[src/rtl/spi_memory_master_if.sv]
// Host-side bus bundle for spi_memory_master: request/response handshake plus the SPI pins.
// The abort input exists only when SPI_MASTER_ABORT_EN is defined.
interface spi_memory_master_if;
    logic       start;
    logic       rw;
    logic [7:0] addr;
    logic [7:0] length;
    logic [7:0] tx_data;
    logic       tx_req;
    logic [7:0] rx_data;
    logic       rx_valid;
    logic       busy;
    logic       done;
    logic       sck;
    logic       cs;
    logic       mosi;
    logic       miso;
`ifdef SPI_MASTER_ABORT_EN
    logic       abort;
`endif

    modport master (
        input  start, rw, addr, length, tx_data, miso,
`ifdef SPI_MASTER_ABORT_EN
        input  abort,
`endif
        output tx_req, rx_data, rx_valid, busy, done, sck, cs, mosi
    );

    modport slave (
        output start, rw, addr, length, tx_data, miso,
`ifdef SPI_MASTER_ABORT_EN
        output abort,
`endif
        input  tx_req, rx_data, rx_valid, busy, done, sck, cs, mosi
    );
endinterface

[src/rtl/spi_memory_master.sv]
// Mode-0 SPI initiator for the memory-slave protocol: command, address, then `length` data bytes, MSB first.
// SPI_MASTER_ABORT_EN adds bus.abort, which ends a transfer after the current bit's high phase.
module spi_memory_master #(
    parameter int CLK_DIV = 5
) (
    input  logic                main_clock,
    input  logic                rst_n,
    spi_memory_master_if.master bus
);
    typedef enum logic [1:0] {IDLE, SHIFT, HOLD, GAP} state_t;

    localparam logic [7:0] DIV_LAST = 8'(CLK_DIV - 1);

    state_t     state, state_nxt;
    logic [7:0] div_cnt;
    logic       phase;
    logic [2:0] bit_cnt;
    logic [8:0] byte_idx;
    logic       rw_q;
    logic [7:0] addr_q;
    logic [7:0] len_q;
    logic [7:0] tx_sh;
    logic [7:0] rx_sh;
    logic       miso_s1, miso_s2;
    logic       sck_q, cs_q, mosi_q, busy_q, done_q, rx_valid_q;
    logic [7:0] rx_data_q;

    logic       tick, bit_end, byte_end, last_byte, abort_req, stop, load_next, tx_load;
    logic [7:0] next_byte, cmd_byte;

`ifdef SPI_MASTER_ABORT_EN
    logic abort_pend;

    // Remember an abort seen anywhere in the bit so it takes effect at the bit boundary.
    always_ff @(posedge main_clock or negedge rst_n) begin
        if (!rst_n) begin
            abort_pend <= 1'b0;
        end else if (state == SHIFT && bus.abort) begin
            abort_pend <= 1'b1;
        end else if (state == IDLE) begin
            abort_pend <= 1'b0;
        end
    end

    assign abort_req = abort_pend | bus.abort;
`else
    assign abort_req = 1'b0;
`endif

    always_comb begin
        tick      = (div_cnt == DIV_LAST);
        bit_end   = (state == SHIFT) && phase && tick;
        byte_end  = bit_end && (bit_cnt == 3'd7);
        last_byte = (byte_idx == ({1'b0, len_q} + 9'd1));
        stop      = (bit_end && abort_req) || (byte_end && last_byte);
        load_next = byte_end && !last_byte && !abort_req;
        tx_load   = load_next && !rw_q && (byte_idx != 9'd0);
        cmd_byte  = bus.rw ? 8'h03 : 8'h02;

        next_byte = 8'h00;
        if (byte_idx == 9'd0) begin
            next_byte = addr_q;
        end else if (!rw_q) begin
            next_byte = bus.tx_data;
        end

        state_nxt = state;
        case (state)
            IDLE:    if (bus.start) state_nxt = SHIFT;
            SHIFT:   if (stop)      state_nxt = HOLD;
            HOLD:    if (tick)      state_nxt = GAP;
            GAP:     if (tick)      state_nxt = IDLE;
            default:                state_nxt = IDLE;
        endcase
    end

    always_ff @(posedge main_clock or negedge rst_n) begin
        if (!rst_n) begin
            state <= IDLE;
        end else begin
            state <= state_nxt;
        end
    end

    always_ff @(posedge main_clock or negedge rst_n) begin
        if (!rst_n) begin
            div_cnt    <= 8'd0;
            phase      <= 1'b0;
            bit_cnt    <= 3'd0;
            byte_idx   <= 9'd0;
            rw_q       <= 1'b0;
            addr_q     <= 8'h00;
            len_q      <= 8'h00;
            tx_sh      <= 8'h00;
            rx_sh      <= 8'h00;
            miso_s1    <= 1'b0;
            miso_s2    <= 1'b0;
            sck_q      <= 1'b0;
            cs_q       <= 1'b1;
            mosi_q     <= 1'b0;
            busy_q     <= 1'b0;
            done_q     <= 1'b0;
            rx_valid_q <= 1'b0;
            rx_data_q  <= 8'h00;
        end else begin
            miso_s1    <= bus.miso;
            miso_s2    <= miso_s1;
            done_q     <= 1'b0;
            rx_valid_q <= 1'b0;
            div_cnt    <= (state == IDLE || tick) ? 8'd0 : div_cnt + 8'd1;

            case (state)
                IDLE: begin
                    if (bus.start) begin
                        rw_q     <= bus.rw;
                        addr_q   <= bus.addr;
                        len_q    <= bus.length;
                        mosi_q   <= cmd_byte[7];
                        tx_sh    <= {cmd_byte[6:0], 1'b0};
                        cs_q     <= 1'b0;
                        busy_q   <= 1'b1;
                        phase    <= 1'b0;
                        bit_cnt  <= 3'd0;
                        byte_idx <= 9'd0;
                    end
                end
                SHIFT: begin
                    if (tick && !phase) begin
                        phase <= 1'b1;
                        sck_q <= 1'b1;
                        rx_sh <= {rx_sh[6:0], miso_s2};
                        if (bit_cnt == 3'd7 && rw_q && byte_idx >= 9'd2) begin
                            rx_data_q  <= {rx_sh[6:0], miso_s2};
                            rx_valid_q <= 1'b1;
                        end
                    end
                    if (bit_end) begin
                        phase <= 1'b0;
                        sck_q <= 1'b0;
                        if (stop) begin
                            mosi_q <= 1'b0;
                        end else if (bit_cnt == 3'd7) begin
                            bit_cnt  <= 3'd0;
                            byte_idx <= byte_idx + 9'd1;
                            mosi_q   <= next_byte[7];
                            tx_sh    <= {next_byte[6:0], 1'b0};
                        end else begin
                            bit_cnt <= bit_cnt + 3'd1;
                            mosi_q  <= tx_sh[7];
                            tx_sh   <= {tx_sh[6:0], 1'b0};
                        end
                    end
                end
                HOLD: begin
                    if (tick) begin
                        cs_q   <= 1'b1;
                        done_q <= 1'b1;
                    end
                end
                GAP: begin
                    if (tick) busy_q <= 1'b0;
                end
                default: ;
            endcase
        end
    end

    assign bus.sck      = sck_q;
    assign bus.cs       = cs_q;
    assign bus.mosi     = mosi_q;
    assign bus.busy     = busy_q;
    assign bus.done     = done_q;
    assign bus.rx_valid = rx_valid_q;
    assign bus.rx_data  = rx_data_q;
    // tx_req marks the cycle whose closing edge captures tx_data into the shifter.
    assign bus.tx_req   = tx_load;
endmodule

[src/flat_wrapper.sv]
// flat-port wrapper written by rule: the top's interface ports become plain ports
module spi_memory_master_flat 
#(
    parameter int CLK_DIV = 5
)
  (main_clock, rst_n, bus_start, bus_rw, bus_addr, bus_length, bus_tx_data, bus_miso, bus_tx_req, bus_rx_data, bus_rx_valid, bus_busy, bus_done, bus_sck, bus_cs, bus_mosi);
  spi_memory_master_if bus_i ();
  input  logic main_clock;
  input  logic rst_n;
  input wire logic [$bits(bus_i.start)-1:0] bus_start;
  input wire logic [$bits(bus_i.rw)-1:0] bus_rw;
  input wire logic [$bits(bus_i.addr)-1:0] bus_addr;
  input wire logic [$bits(bus_i.length)-1:0] bus_length;
  input wire logic [$bits(bus_i.tx_data)-1:0] bus_tx_data;
  input wire logic [$bits(bus_i.miso)-1:0] bus_miso;
  output wire logic [$bits(bus_i.tx_req)-1:0] bus_tx_req;
  output wire logic [$bits(bus_i.rx_data)-1:0] bus_rx_data;
  output wire logic [$bits(bus_i.rx_valid)-1:0] bus_rx_valid;
  output wire logic [$bits(bus_i.busy)-1:0] bus_busy;
  output wire logic [$bits(bus_i.done)-1:0] bus_done;
  output wire logic [$bits(bus_i.sck)-1:0] bus_sck;
  output wire logic [$bits(bus_i.cs)-1:0] bus_cs;
  output wire logic [$bits(bus_i.mosi)-1:0] bus_mosi;
  assign bus_i.start = bus_start;
  assign bus_i.rw = bus_rw;
  assign bus_i.addr = bus_addr;
  assign bus_i.length = bus_length;
  assign bus_i.tx_data = bus_tx_data;
  assign bus_i.miso = bus_miso;
  assign bus_tx_req = bus_i.tx_req;
  assign bus_rx_data = bus_i.rx_data;
  assign bus_rx_valid = bus_i.rx_valid;
  assign bus_busy = bus_i.busy;
  assign bus_done = bus_i.done;
  assign bus_sck = bus_i.sck;
  assign bus_cs = bus_i.cs;
  assign bus_mosi = bus_i.mosi;
  spi_memory_master #(.CLK_DIV(CLK_DIV)) u_core (.main_clock(main_clock), .rst_n(rst_n), .bus(bus_i));
endmodule
[config.mk]
export PLATFORM = sky130hd
export DESIGN_NAME = spi_memory_master_flat
export DESIGN_NICKNAME = d
export VERILOG_FILES = /design/src/rtl/spi_memory_master_if.sv /design/src/rtl/spi_memory_master.sv /design/src/flat_wrapper.sv
export SDC_FILE = /design/constraint.sdc
export NUM_CORES = 1
export LEC_CHECK = 0
export CAP_MARGIN = 15
export CORE_UTILIZATION = 51
export CTS_CLUSTER_DIAMETER = 100
export DETAILED_ROUTE_END_ITERATION = 12
export PLACE_DENSITY = 0.77
export SKIP_LAST_GASP = 1
export SYNTH_ARGS = -nofsm -noshare
export SYNTH_HDL_FRONTEND = slang
export SYNTH_SLANG_ARGS = --single-unit
[constraint.sdc]
create_clock -name main_clock -period 2.47 [get_ports main_clock]
set_input_delay 0.6175 -clock main_clock [delete_from_list [all_inputs] [get_ports main_clock]]
set_output_delay 0.6175 -clock main_clock [all_outputs]
set_load 0.02 [all_outputs]
# == Word level (Yosys, flattened, before mapping) ==
# Index checks and enable logic that the tools add are counted.
# word_totals
regBits,71
input_bits,29
output_inout_bits,15
word_cells,113
# op_classes
n_addsub,4
magnitude_cmp,1
eq_ne,14
muxes,43
reduce_logical,32
# ops
op,count
8-bit 2-to-1 mux,7
9-bit 2-to-1 mux,4
9-bit one-hot mux with 2 select lines,1
1-bit 2-to-1 mux,16
8-bit one-hot mux with 2 select lines,1
3-bit AND reduction,5
3-bit 2-to-1 mux,4
1-bit logical AND,10
"8-bit by 1-bit adder with 9-bit output, second input constant",1
"9-bit by 1-bit adder with 9-bit output, second input constant",1
9-bit == test,1
"9-bit by 2-bit greater-or-equal comparator with 1-bit output, second input constant",1
9-bit zero test,1
9-bit nonzero test,1
"8-bit by 1-bit adder with 8-bit output, second input constant",1
"8-bit by 3-bit == test with 1-bit output, second input constant",1
2-bit 2-to-1 mux,4
"2-bit by 1-bit != test with 1-bit output, second input constant",4
1-bit one-hot mux with 2 select lines,4
2-bit one-hot mux with 4 select lines,1
4-bit AND reduction,2
2-bit nonzero test,4
"2-bit != test, second input constant",3
3-bit one-hot mux with 2 select lines,1
10 further kinds,15

# == Longest topological paths before layout ==
# logic_depth
word_depth,8
depth_mapped,11
mapped_depth_nobuf,8

# == Least setup slack after synthesis ==
# OpenSTA, ideal clock, no wires.
# synth_path
path_kind,register -> output
startpoint,reg u_core.len_q[0]
endpoint,out bus_tx_req
t_arrival_ps,2127
t_required_ps,1852
slack_ps,-274
stages_incl_launch_ff,8
n_path_buf,0
path_cell_list,dfrtp_1 -> ha_1 -> and2_1 -> and3_1 -> or2_2 -> nand2_1 -> nor4_1 -> nor4b_1
# synth_via
elab_chain_len,6
# synth_rtl
item,line_no,rtl
"start, declared",spi_memory_master.sv:21,logic [7:0] len_q;
"start signal, assigned",spi_memory_master.sv:117,len_q <= bus.length;
8-bit by 1-bit adder with 9-bit output,spi_memory_master.sv:54,"last_byte = (byte_idx == ({1'b0, len_q} + 9'd1));"
9-bit == test,spi_memory_master.sv:54,
1-bit zero test,spi_memory_master.sv:56,load_next = byte_end && !last_byte && !abort_req;
1-bit logical AND,spi_memory_master.sv:56,
1-bit logical AND (2 in series),spi_memory_master.sv:57,tx_load = load_next && !rw_q && (byte_idx != 9'd0);
"end, declared",flat_wrapper.sv:16,output wire logic [$bits(bus_i.tx_req)-1:0] bus_tx_req;
# Every way passes these cells.

# == Worst setup path after layout ==
# Same ends and word-level chain as after synthesis.

==> impl_metrics.json <==
{
  "status": "finished with violations",
  "violations": "negative setup slack",
  "grt_pass1_wl_mm": 14.5,
  "core_area_sq_um": 6910,
  "max-vdd-ir-drop_v": 0.000410,
  "synth_area_per_cell_sq_um": 10.8,
  "place_inst": 515,
  "cts_tree": "done",
  "routabilityCongestion": 0.882,
  "die_area_sq_um": 7640,
  "layout.nets": 476,
  "power_leakage_nw": 2.30,
  "wl_met3_microns": 393,
  "die_h_microns": 87.4,
  "combPwrFrac_pct": 4.5,
  "synthesis.nets": 385,
  "io_buffer_count": 43,
  "avgRoutedWirePerCell_microns": 16.1,
  "fillers": 518,
  "slew_violations": 0,
  "grt_max_degree": 71,
  "fmax_ghz": 0.367,
  "grt_pass1_vias": 3083,
  "dr_wl_met2_mm": 4.40,
  "power.density_nw_per_um2": 437,
  "drt_iter0_markers": 172,
  "synth_top_area_share_pct": 46.4,
  "drt-total-wl_mm": 8.62,
  "num_io_pins": 44,
  "first_pass_iters": 4,
  "die_w_microns": 87.4,
  "yosys_warnings": 0,
  "drc": 0,
  "wl_met1_mm": 3.69,
  "cap_violations": 0,
  "hold_viol": 0,
  "ys_types": 60,
  "synthToLayoutAreaGrowth_pct": 31.4,
  "worst_slack_ns": -0.252,
  "min_period_ns": 2.72,
  "num_rows": 30,
  "critPathCaptureType": "output pin",
  "rsz0062_at_grt": "yes",
  "drive_above_1_share_pct": 31.8,
  "avgViaCountPerCell": 5.60,
  "clk_pin_slew_ns": 0.08,
  "critPathLaunchType": "flip-flop",
  "synth_area_leaders": "dfrtp_1 (46%), mux2_2 (12%), ha_1 (4.0%)",
  "p_sw_share_pct": 22.3,
  "postRouteAntennaNets": 0,
  "cts_root_buf": "clkbuf_8",
  "ys_async_sr_fraction_pct": 100,
  "power_frac_clock_pct": 41.1,
  "synth_edf_count": 0,
  "hold_path.class": "in2async",
  "synth_seq_area_share_pct": 47.1,
  "top_layer_used": "met4",
  "seqPwrFrac_pct": 54.4,
  "ys_seq_elements": 70,
  "grt-ovfl-total": 0,
  "numCtsBuffers": 9,
  "maxSlewHeadroom_pct": 62.0,
  "final_common_cell": "dfrtp_1",
  "crit_fanout": 3,
  "required_ns": 1.85,
  "numClockSinks": 70,
  "fin_area_sq_um": 4890,
  "insertion_delay_ns": 0.35,
  "dpl.hpwl_mm": 5.93,
  "cts.path.max_buffers": 2,
  "h-tree-depth": 3,
  "setup_violations": 21,
  "worstSetupPathType": "reg2out",
  "start_util_pct": 53.9,
  "antenna_found_initial": 0,
  "period_share_pct": 110,
  "place_area_sq_um": 4590,
  "arrival_ns": 2.10,
  "synth_cells": 344,
  "yosys.area.top_type": "dfrtp_1",
  "grt_use_total_pct": 25.1,
  "final_cells": 536,
  "worstMarginPinSlew_ns": 0.565,
  "p_sw_mw": 0.477,
  "fin_skew_ns": 0.00775,
  "diodes": 0,
  "synth-main-ff-cell": "dfrtp_1",
  "place_ws_ns": -0.426,
  "synth_area_sq_um": 3720,
  "num_vias": 3000,
  "holdBufCountCts": 0,
  "layout_common_cells": "dfrtp_1 (68), buf_4 (48), clkdlybuf4s50_1 (41), mux2_2 (39), nor2_1 (23)",
  "p_int_mw": 1.66
}
[metal layers]
metal / vias to the layer above / track usage (%)
met4: 0 / 8.49
met2: 84 / 42.8
met5: - / 0
met3: 16 / 6.54
li1: 1425 / -
met1: 1475 / 30.8
[registers in the layout (all words and copies together), names as in the netlist, 2 cells and up]
register,flops
u_core.byte_idx,9
u_core.div_cnt,8
u_core.bus.rx_data,8
u_core.bit_cnt,3
u_core.addr_q,8
u_core.state,2
u_core.len_q,8
u_core.tx_sh,7
u_core.rx_sh,7
[layout make-up]
cell class	count	area, sq um	share of cell area (%)
clock buffer	12	165	3.38
clock inverter	4	30.0	0.614
inverter	18	67.6	1.38
multi-input combinational	240	1910	39.0
sequential	70	1750	35.9
tap	96	120	2.46
timing repair buffer	96	846	17.3
[path summary, 6_finish.rpt]
kind                                              from                           to  slack, ns  cells after the start
setup / recovery           u_core.len_q[0]$_DFFE_PN0P_                   bus_tx_req      -0.25                      8
hold / removal                                   rst_n  u_core.len_q[3]$_DFFE_PN0P_       0.27                      2
setup reg to reg           u_core.len_q[0]$_DFFE_PN0P_  u_core.state[1]$_DFFE_PN0P_      -0.19                      9
hold reg to reg               u_core.miso_s1$_DFF_PN0_     u_core.miso_s2$_DFF_PN0_       0.37                      0
max in group asynchronous                        rst_n    u_core.bus.cs$_DFFE_PN1P_       1.86                      2
min in group main_clock       u_core.miso_s1$_DFF_PN0_     u_core.miso_s2$_DFF_PN0_       0.37                      0
[cells in the mapped netlist, drive strengths merged (2+ instances only)]
library cell and count:
a211o 3, a211oi 7, a21boi 2, a21oi 4
a221o 2, a2bb2oi 2, a31oi 7, and2 5
and3 6, and3b 6, buf 5, clkbuf 12
dfrtp 69, ha 12, inv 18, mux2 40
mux2i 3, nand2 18, nand2b 2, nand3 18
nand3b 3, nand4 5, nor2 23, nor3 9
nor4 2, nor4b 2, o211ai 7, o21ai 8
or2 3, or3 6, or4 3, xnor2 6
xor2 9
[power by group through the flow]
stage / logic [mW] / clock network, mW / registers (mW)
final: 0.0954 / 0.880 / 1.16
after floorplan: 0.0182 / 0 / 1.18
after CTS: 0.0979 / 0.901 / 1.16
after global routing: 0.106 / 0.940 / 1.16
after global placement: 0.0963 / 0 / 1.18
after detailed placement: 0.0977 / 0 / 1.18
[stage by stage]
stage	power [mW]	util [%]	TNS (ns)	hold WS, ns
2_1_floorplan	1.20	-	-0.0827	0.322
3_3_place_gp	1.28	66.5	-0.599	0.336
5_1_grt	2.21	70.8	-3.94	0.294
3_5_place_dp	1.28	66.5	-0.891	0.341
4_1_cts	2.16	70.5	-1.55	0.292
6_report	2.14	70.8	-2.17	0.275
[what timing repair did]
action / 4_1_cts / 5_1_grt
cloned: 1 / 0
gates resized for setup: 22 / 1
pin swaps: 9 / 0
endpoints found under the setup margin: 21 / 29
buffers inserted: 2 / 2
[worst max-delay path, stage by stage (launching register included)]
cell      delay, ns
dfrtp_1        0.42
ha_4           0.18
buf_6          0.12
o21ba_4        0.18
a221oi_2       0.30
nor2_1         0.11
nor4_2         0.20
nor4b_2        0.08
buf_2          0.17
[kinds of logic (layout without fill, tap and decap cells)]
group	Yosys count	after routing	share of synthesized area (%)
simple gates	115	116	17.6
mux	43	43	12.9
xor+xnor	15	15	3.53
buf+inv	35	130	4.30
flops	70	70	47.1
fa+ha+maj	12	12	4.03
compound gates	54	54	10.5
(Power assumes the default switching activity.)
